--- src/rtl/gcd_lcm_stage_if.sv ---
// Operand/result handshake bundle between the GCD stage and the LCM stage.
// Upstream side is master, the LCM stage is slave.
interface gcd_lcm_stage_if #(
  parameter int W = 16
);
  logic           in_valid;
  logic           in_ready;
  logic [W-1:0]   A;
  logic [W-1:0]   B;
  logic [W-1:0]   G;
  logic [2*W-1:0] L;
  logic           err;
  logic           out_valid;
  logic           out_ready;

  modport master (
    output in_valid, A, B, G, out_ready,
    input  in_ready, L, err, out_valid
  );

  modport slave (
    input  in_valid, A, B, G, out_ready,
    output in_ready, L, err, out_valid
  );
endinterface

--- src/rtl/gcd_lcm_stage.sv ---
// LCM from (A, B, gcd G) via restoring divide then shift-add multiply; 2W cycles (1 for zero operands).
// Result held in DONE until out_ready; in_ready only in IDLE.
module gcd_lcm_stage #(
  parameter int W = 16
) (
  input logic            clk,
  input logic            reset,
  gcd_lcm_stage_if.slave io
);
  localparam int CW = $clog2(W) + 1;

  typedef enum logic [1:0] {
    IDLE = 2'd0,
    DIV  = 2'd1,
    MUL  = 2'd2,
    DONE = 2'd3
  } state_t;

  state_t state, state_next;

  logic [W-1:0]   a_sh;
  logic [W-1:0]   g_q;
  logic [W-1:0]   q;
  logic [W-1:0]   rem;
  logic [2*W-1:0] b_sh;
  logic [2*W-1:0] acc;
  logic [CW-1:0]  cnt;
  logic [2*W-1:0] l_q;
  logic           err_q;
  logic           out_valid_q;

  logic [W:0]     rem_shift;
  logic [W:0]     rem_diff;
  logic           rem_ge;
  logic [W-1:0]   rem_next;
  logic [2*W-1:0] acc_next;
  logic           last_step;
  logic           accept;
  logic           zero_in;

  assign io.in_ready  = (state == IDLE);
  assign io.L         = l_q;
  assign io.err       = err_q;
  assign io.out_valid = out_valid_q;

  // Shifted remainder kept one bit wider so divisors above 2^(W-1) still compare correctly.
  always_comb begin
    rem_shift = {rem, a_sh[W-1]};
    rem_diff  = rem_shift - {1'b0, g_q};
    rem_ge    = (rem_shift >= {1'b0, g_q});
    rem_next  = rem_ge ? rem_diff[W-1:0] : rem_shift[W-1:0];
    acc_next  = q[0] ? (acc + b_sh) : acc;
    last_step = (cnt == CW'(W - 1));
    accept    = io.in_valid && (state == IDLE);
    zero_in   = (io.A == '0) || (io.B == '0) || (io.G == '0);
  end

  always_comb begin
    state_next = state;
    case (state)
      IDLE: if (accept) state_next = zero_in ? DONE : DIV;
      DIV:  if (last_step) state_next = MUL;
      MUL:  if (last_step) state_next = DONE;
      DONE: if (io.out_ready) state_next = IDLE;
      default: state_next = IDLE;
    endcase
  end

  always_ff @(posedge clk) begin
    if (reset) begin
      state <= IDLE;
    end else begin
      state <= state_next;
    end
  end

  always_ff @(posedge clk) begin
    if (reset) begin
      a_sh        <= '0;
      g_q         <= '0;
      q           <= '0;
      rem         <= '0;
      b_sh        <= '0;
      acc         <= '0;
      cnt         <= '0;
      l_q         <= '0;
      err_q       <= 1'b0;
      out_valid_q <= 1'b0;
    end else begin
      case (state)
        IDLE: begin
          if (accept) begin
            a_sh <= io.A;
            b_sh <= {{W{1'b0}}, io.B};
            g_q  <= io.G;
            q    <= '0;
            rem  <= '0;
            acc  <= '0;
            cnt  <= '0;
            if (zero_in) begin
              l_q         <= '0;
              err_q       <= 1'b0;
              out_valid_q <= 1'b1;
            end
          end
        end
        DIV: begin
          rem  <= rem_next;
          q    <= {q[W-2:0], rem_ge};
          a_sh <= {a_sh[W-2:0], 1'b0};
          if (last_step) begin
            cnt   <= '0;
            err_q <= (rem_next != '0);
          end else begin
            cnt <= cnt + 1'b1;
          end
        end
        MUL: begin
          acc  <= acc_next;
          b_sh <= {b_sh[2*W-2:0], 1'b0};
          q    <= {1'b0, q[W-1:1]};
          if (last_step) begin
            cnt         <= '0;
            l_q         <= acc_next;
            out_valid_q <= 1'b1;
          end else begin
            cnt <= cnt + 1'b1;
          end
        end
        DONE: begin
          if (io.out_ready) out_valid_q <= 1'b0;
        end
        default: ;
      endcase
    end
  end
endmodule

--- src/flat_wrapper.sv ---
// flat-port wrapper written by rule: the top's interface ports become plain ports
module gcd_lcm_stage_flat 
#(
  parameter int W = 16
)
  (clk, reset, io_in_valid, io_A, io_B, io_G, io_out_ready, io_in_ready, io_L, io_err, io_out_valid);
  gcd_lcm_stage_if #(.W(W)) io_i ();
  input logic clk;
  input logic reset;
  input wire logic [$bits(io_i.in_valid)-1:0] io_in_valid;
  input wire logic [$bits(io_i.A)-1:0] io_A;
  input wire logic [$bits(io_i.B)-1:0] io_B;
  input wire logic [$bits(io_i.G)-1:0] io_G;
  input wire logic [$bits(io_i.out_ready)-1:0] io_out_ready;
  output wire logic [$bits(io_i.in_ready)-1:0] io_in_ready;
  output wire logic [$bits(io_i.L)-1:0] io_L;
  output wire logic [$bits(io_i.err)-1:0] io_err;
  output wire logic [$bits(io_i.out_valid)-1:0] io_out_valid;
  assign io_i.in_valid = io_in_valid;
  assign io_i.A = io_A;
  assign io_i.B = io_B;
  assign io_i.G = io_G;
  assign io_i.out_ready = io_out_ready;
  assign io_in_ready = io_i.in_ready;
  assign io_L = io_i.L;
  assign io_err = io_i.err;
  assign io_out_valid = io_i.out_valid;
  gcd_lcm_stage #(.W(W)) u_core (.clk(clk), .reset(reset), .io(io_i));
endmodule
--- config.mk ---
export PLATFORM = sky130hd
export DESIGN_NAME = gcd_lcm_stage_flat
export DESIGN_NICKNAME = d
export VERILOG_FILES = /design/src/rtl/gcd_lcm_stage_if.sv /design/src/rtl/gcd_lcm_stage.sv /design/src/flat_wrapper.sv
export SDC_FILE = /design/constraint.sdc
export NUM_CORES = 1
export LEC_CHECK = 0
export CELL_PAD_IN_SITES_DETAIL_PLACEMENT = 0
export CELL_PAD_IN_SITES_GLOBAL_PLACEMENT = 1
export CORE_MARGIN = 1.5
export CORE_UTILIZATION = 45
export CTS_BUF_LIST = sky130_fd_sc_hd__clkbuf_4
export DETAILED_ROUTE_END_ITERATION = 8
export PLACE_DENSITY_LB_ADDON = 0.1
export SLEW_MARGIN = 20
export SYNTH_ARGS = -nofsm -noshare
export SYNTH_HDL_FRONTEND = slang
export SYNTH_SLANG_ARGS = --single-unit
--- constraint.sdc ---
create_clock -name clk -period 3.05 [get_ports clk]
set_input_delay 0.61 -clock clk [delete_from_list [all_inputs] [get_ports clk]]
set_output_delay 0.61 -clock clk [all_outputs]
set_load 0.05 [all_outputs]
# Yosys cells after proc, flatten, opt, wreduce, memory -nomap -nowiden
# Cells that the tools add are included.
# Widths: inputs -> output; s select.
# op_classes
muxes	33
add_sub_neg	3
order_cmp	1
n_eq_ne	9
reduce_logical	23
# ops
cell	n
$mux 32	6
$pmux 32 s2	3
$pmux 16 s2	2
$logic_not 16->1	3
$mux 16	3
$pmux 16 s3	1
$add 32x32->32	1
$ge 17x16->1	1
$reduce_bool 16->1	1
$sub 16x16->16	1
$reduce_and 4->1	3
$mux 2	5
$mux 5	2
$pmux 5 s2	1
$reduce_and 2->1	5
$ne 2x1->1 const B	4
$pmux 2 s4	1
$mux 1	7
$reduce_bool 2->1	3
$reduce_bool 3->1	2
$add 5x1->5 const B	1
$eq 5x4->1 const B	1
$reduce_and 5->1	1
$eq 2x2->1 const B	2
other kinds (8)	9
# word_totals
elab_cells	80
regBits	169

# Logic depth before layout (Yosys ltp)
# depth
word_depth	6
mapped_depth	14
depth_no_buf	13

# Worst setup path after synthesis
# No wires, ideal clock.
# synth_timing
path_kind	register to register
from	register u_core.acc[0]
to	register u_core.acc[20]
setup_time_ps	62
path_buffers	0
path_stages_with_launch	13
required_time_ps	2988
period_less_slack_ps	2772
path_slack_ps	278
arrival_ps	2709
path_cell_list	dfxtp_1 -> ha_1 -> inv_1 -> fa_1 -> and2b_1 -> o21ai_2 -> a21boi_2 -> o2111ai_1 -> a21oi_1 -> a2111oi_2 -> o21ba_2 -> or4b_2 -> nand3_1
# synth_via
elab_chain_len	3
# synth_lines
item	line	rtl
start: declaration	gcd_lcm_stage.sv:26	logic [2*W-1:0] acc;
start signal: assignment	gcd_lcm_stage.sv:119	acc <= acc_next;
$add 32x32->32	gcd_lcm_stage.sv:52	acc_next = q[0] ? (acc + b_sh) : acc;
$mux 32	gcd_lcm_stage.sv:52	
$pmux 32 s2	gcd_lcm_stage.sv:90	case (state)
# Every way passes these cells.
# A chain may end at the register's enable or synchronous reset.

# Worst setup path after layout
# layout_timing
from	register u_core.a_sh[15]
to	register u_core.err_q (netlist: u_core.io.err)
# layout_via
elab_chain_len	5
# layout_lines
item	line	rtl
start: declaration	gcd_lcm_stage.sv:21	logic [W-1:0] a_sh;
start signal: assignment	gcd_lcm_stage.sv:93	a_sh <= io.A;
start signal: assignment	gcd_lcm_stage.sv:110	a_sh <= {a_sh[W-2:0], 1'b0};
$sub 16x16->16 or $ge 17x16->1 (tied branches)	gcd_lcm_stage.sv:49, gcd_lcm_stage.sv:50	
$mux 16 *	gcd_lcm_stage.sv:51	rem_next = rem_ge ? rem_diff[W-1:0] : rem_shift[W-1:0];
$reduce_bool 16->1 *	gcd_lcm_stage.sv:113	err_q <= (rem_next != '0);
$mux 1 *	gcd_lcm_stage.sv:111	if (last_step) begin
$pmux 1 s2 *	gcd_lcm_stage.sv:90	
end signal: assignment	gcd_lcm_stage.sv:113	
end: declaration	gcd_lcm_stage.sv:29	logic err_q;
# Every way passes the cells marked *; elsewhere a longest branch is shown, timed or not. The select of a mux whose other input is x is not followed.

==> flow_summary.json <==
{
  "via_per_inst": 5.73,
  "die_w_microns": 151,
  "cp_slowest_cell": "or4b_2",
  "finClkSkew_ns": 0.0270,
  "finalWirelength_microns": 27900,
  "worstPathArrival_ns": 3.38,
  "die_h_microns": 151,
  "required_ns": 3.52,
  "p_leak_nw": 4.59,
  "post-route-util_pct": 55.0,
  "hold_viol_final": 0,
  "cts_tree": "built",
  "start_util_pct": 46.3,
  "ys_seq_elements": 169,
  "finalInstanceArea_sq_um": 11700,
  "grt_pass1_vias": 8701,
  "cts_max_path_buffers": 2,
  "clockRootBuffer": "clkbuf_4",
  "die_area_sq_um": 22700,
  "path_common_cell": "buf_4",
  "async_reset_ff_share_pct": 0,
  "fin_nets": 1427,
  "numCtsBuffers": 17,
  "drc": 0,
  "min_period_over_period_pct": 95.3,
  "place_congestion": 0.884,
  "crit_type": "flop to flop",
  "grt_max_degree": 88,
  "synth_nets": 1331,
  "slew-limit-headroom_pct": 42.2,
  "path_max_fanout": 3,
  "synth_area_sq_um": 9830,
  "ys_seq_area_share_pct": 34.4,
  "totalPowerFinal_mw": 9.88,
  "track_usage_pct": 24.8,
  "setup_violations": 0,
  "drive_gt1_share_pct": 11.3,
  "grt_overflow": 0,
  "synth.distinct_cells": 77,
  "path_clk_slew_ns": 0.14,
  "hold_path_class": "flop to flop",
  "rows": 53,
  "clkLatencyLatePin_ns": 0.57,
  "antenna_found_initial": 1,
  "dr.first_iter.drc_count": 653,
  "tightestPinTransition_ns": 0.864,
  "mostFrequentLayoutCells": "dfxtp_1, nand2_1, nor2_1",
  "avgSynthCellArea_sq_um": 8.02,
  "synth_ff_type": "dfxtp_1",
  "mostFrequentLayoutCell": "dfxtp_1",
  "areaGrowthSynthToFinish_pct": 18.9,
  "period_minus_slack_ns": 2.91,
  "rsz0062_at_grt": "true",
  "status": "finished, final reports clean",
  "slowest_delay_ns": 0.62,
  "cts.sinks": 169,
  "critPathLaunchType": "flop",
  "core_area_sq_um": 21200,
  "io_pins": 87,
  "grt_pass1_wl_microns": 44600,
  "syn_inst": 1225,
  "cap_violations": 0,
  "synth_warnings": 0,
  "route.vias.total": 9213,
  "p_per_area_nw_per_um2": 846,
  "ant_nets": 0,
  "dr.pass1.iters": 6,
  "drv_slew": 0,
  "place_area_sq_um": 11200,
  "peakVddDrop_v": 0.000659,
  "place.port_buffers": 86,
  "fmax_mhz": 344,
  "htreeDepth": 4,
  "crit_chain": "inv_2 -> ha_4 -> inv_1 -> fa_2 -> a21o_1 -> a221oi_4 -> o21ai_2 -> buf_4 -> or4b_2 -> nand3_2 -> mux2i_2 -> nand2_1 -> nor4_1 -> buf_4 -> o32ai_2",
  "synth_edf_count": 0,
  "post_drt_wl_per_cell_microns": 17.3,
  "cp-end-kind": "flop",
  "post-dp-hpwl_microns": 19800
}
[metal layers]
metal	up-vias	routed length (microns)	global-route usage [%]
li1	4639	-	-
met1	4370	13400	33.8
met2	180	12900	41.1
met3	24	1170	3.73
met4	0	360	5.34
met5	-	0	0
[final timing paths]
path	from	to	slack, ns	cells past startpoint
setup / recovery	u_core.a_sh[15]	u_core.io.err	0.14	15
hold / removal	u_core.g_q[7]	u_core.g_q[7]	0.46	2
setup reg to reg	u_core.a_sh[15]	u_core.io.err	0.14	15
hold reg to reg	u_core.g_q[7]	u_core.g_q[7]	0.46	2
[cell usage after synthesis, drive strengths merged, types with 7 or more instances]
master,instances,area (sq um)
nand4,13,81.3
clkbuf,71,268
o21ai,60,308
or3,8,50.1
buf,8,35.0
nand2,143,537
xor2,14,123
nand3b,7,52.6
a21oi,119,603
xnor2,20,175
nor2b,13,81.3
a32oi,9,78.8
dfxtp,169,3380
nor2,123,464
a31oi,9,62.6
nand2b,11,68.8
a22o,13,114
a22oi,28,210
a211oi,38,285
nor4,16,100
ha,52,651
o22ai,11,68.8
mux2i,54,541
inv,31,116
nor3,18,95.1
and3,23,149
nand3,40,200
a21o,25,188
[per-stage QoR]
step / worst slack (ns) / hold WS (ns) / setup TNS [ns] / cells
2_1_floorplan: 0.278 / 0.432 / 0 / 1225
3_3_place_gp: 0.0319 / 0.439 / 0 / 1572
3_5_place_dp: -0.0355 / 0.448 / -0.0355 / 1572
4_1_cts: 0.0405 / 0.458 / 0 / 1603
5_1_grt: -0.00170 / 0.467 / -0.00170 / 1609
6_report: 0.145 / 0.464 / 0 / 1609
[sequential cells by signal, indices dropped and copies added (netlist names)]
signal,flops
u_core.q,16
u_core.g_q,16
u_core.io.err,1
u_core.b_sh,32
u_core.acc,32
u_core.cnt,5
u_core.rem,16
u_core.a_sh,16
u_core.state,2
u_core.io.L,32
u_core.io.out_valid,1
[report_power, final]
group | switching, mW | internal, mW
sequential | 0.229 | 2.49
clock | 0.807 | 0.581
combinational | 3.31 | 2.46
total | 4.35 | 5.53
[what timing repair did]
item | CTS | global route
gates resized for setup | 0 | 24
endpoints found under the setup margin | 0 | 15
setup buffers | 0 | 5
hold buffers | 0 | 0
[critical path: cells and delay by family, from the launching register on]
kind | cells | cell delay (ns)
and+or+nand+nor | 4 | 0.85
AOI/OAI and AO/OA | 4 | 0.68
adders and majority gates | 2 | 0.48
buffers and inverters | 4 | 0.39
DFF | 1 | 0.35
muxes | 1 | 0.08
[cell type report]
class                      instances  area, sq um
fill                            2099         9540
multi-input combinational        945         6130
clock inverter                    12          150
inverter                          32          120
antenna                            1         2.50
clock buffer                      19          143
sequential                       169         3390
timing repair buffer             156         1400
tap                              275          344
[cells by family (layout without fill, tap and decap cells)]
family / Yosys count / after routing / share of synthesized area (%)
and+or+nand+nor: 444 / 444 / 21.5
other: 0 / 1 / 0
AOI/OAI and AO/OA: 356 / 356 / 23.9
DFF: 169 / 169 / 34.4
buffers and inverters: 111 / 219 / 4.30
xor gates and xnor gates: 34 / 34 / 3.03
adders and majority gates: 54 / 54 / 7.03
muxes: 57 / 57 / 5.84
Note: power is estimated with default switching activity, not from simulation.
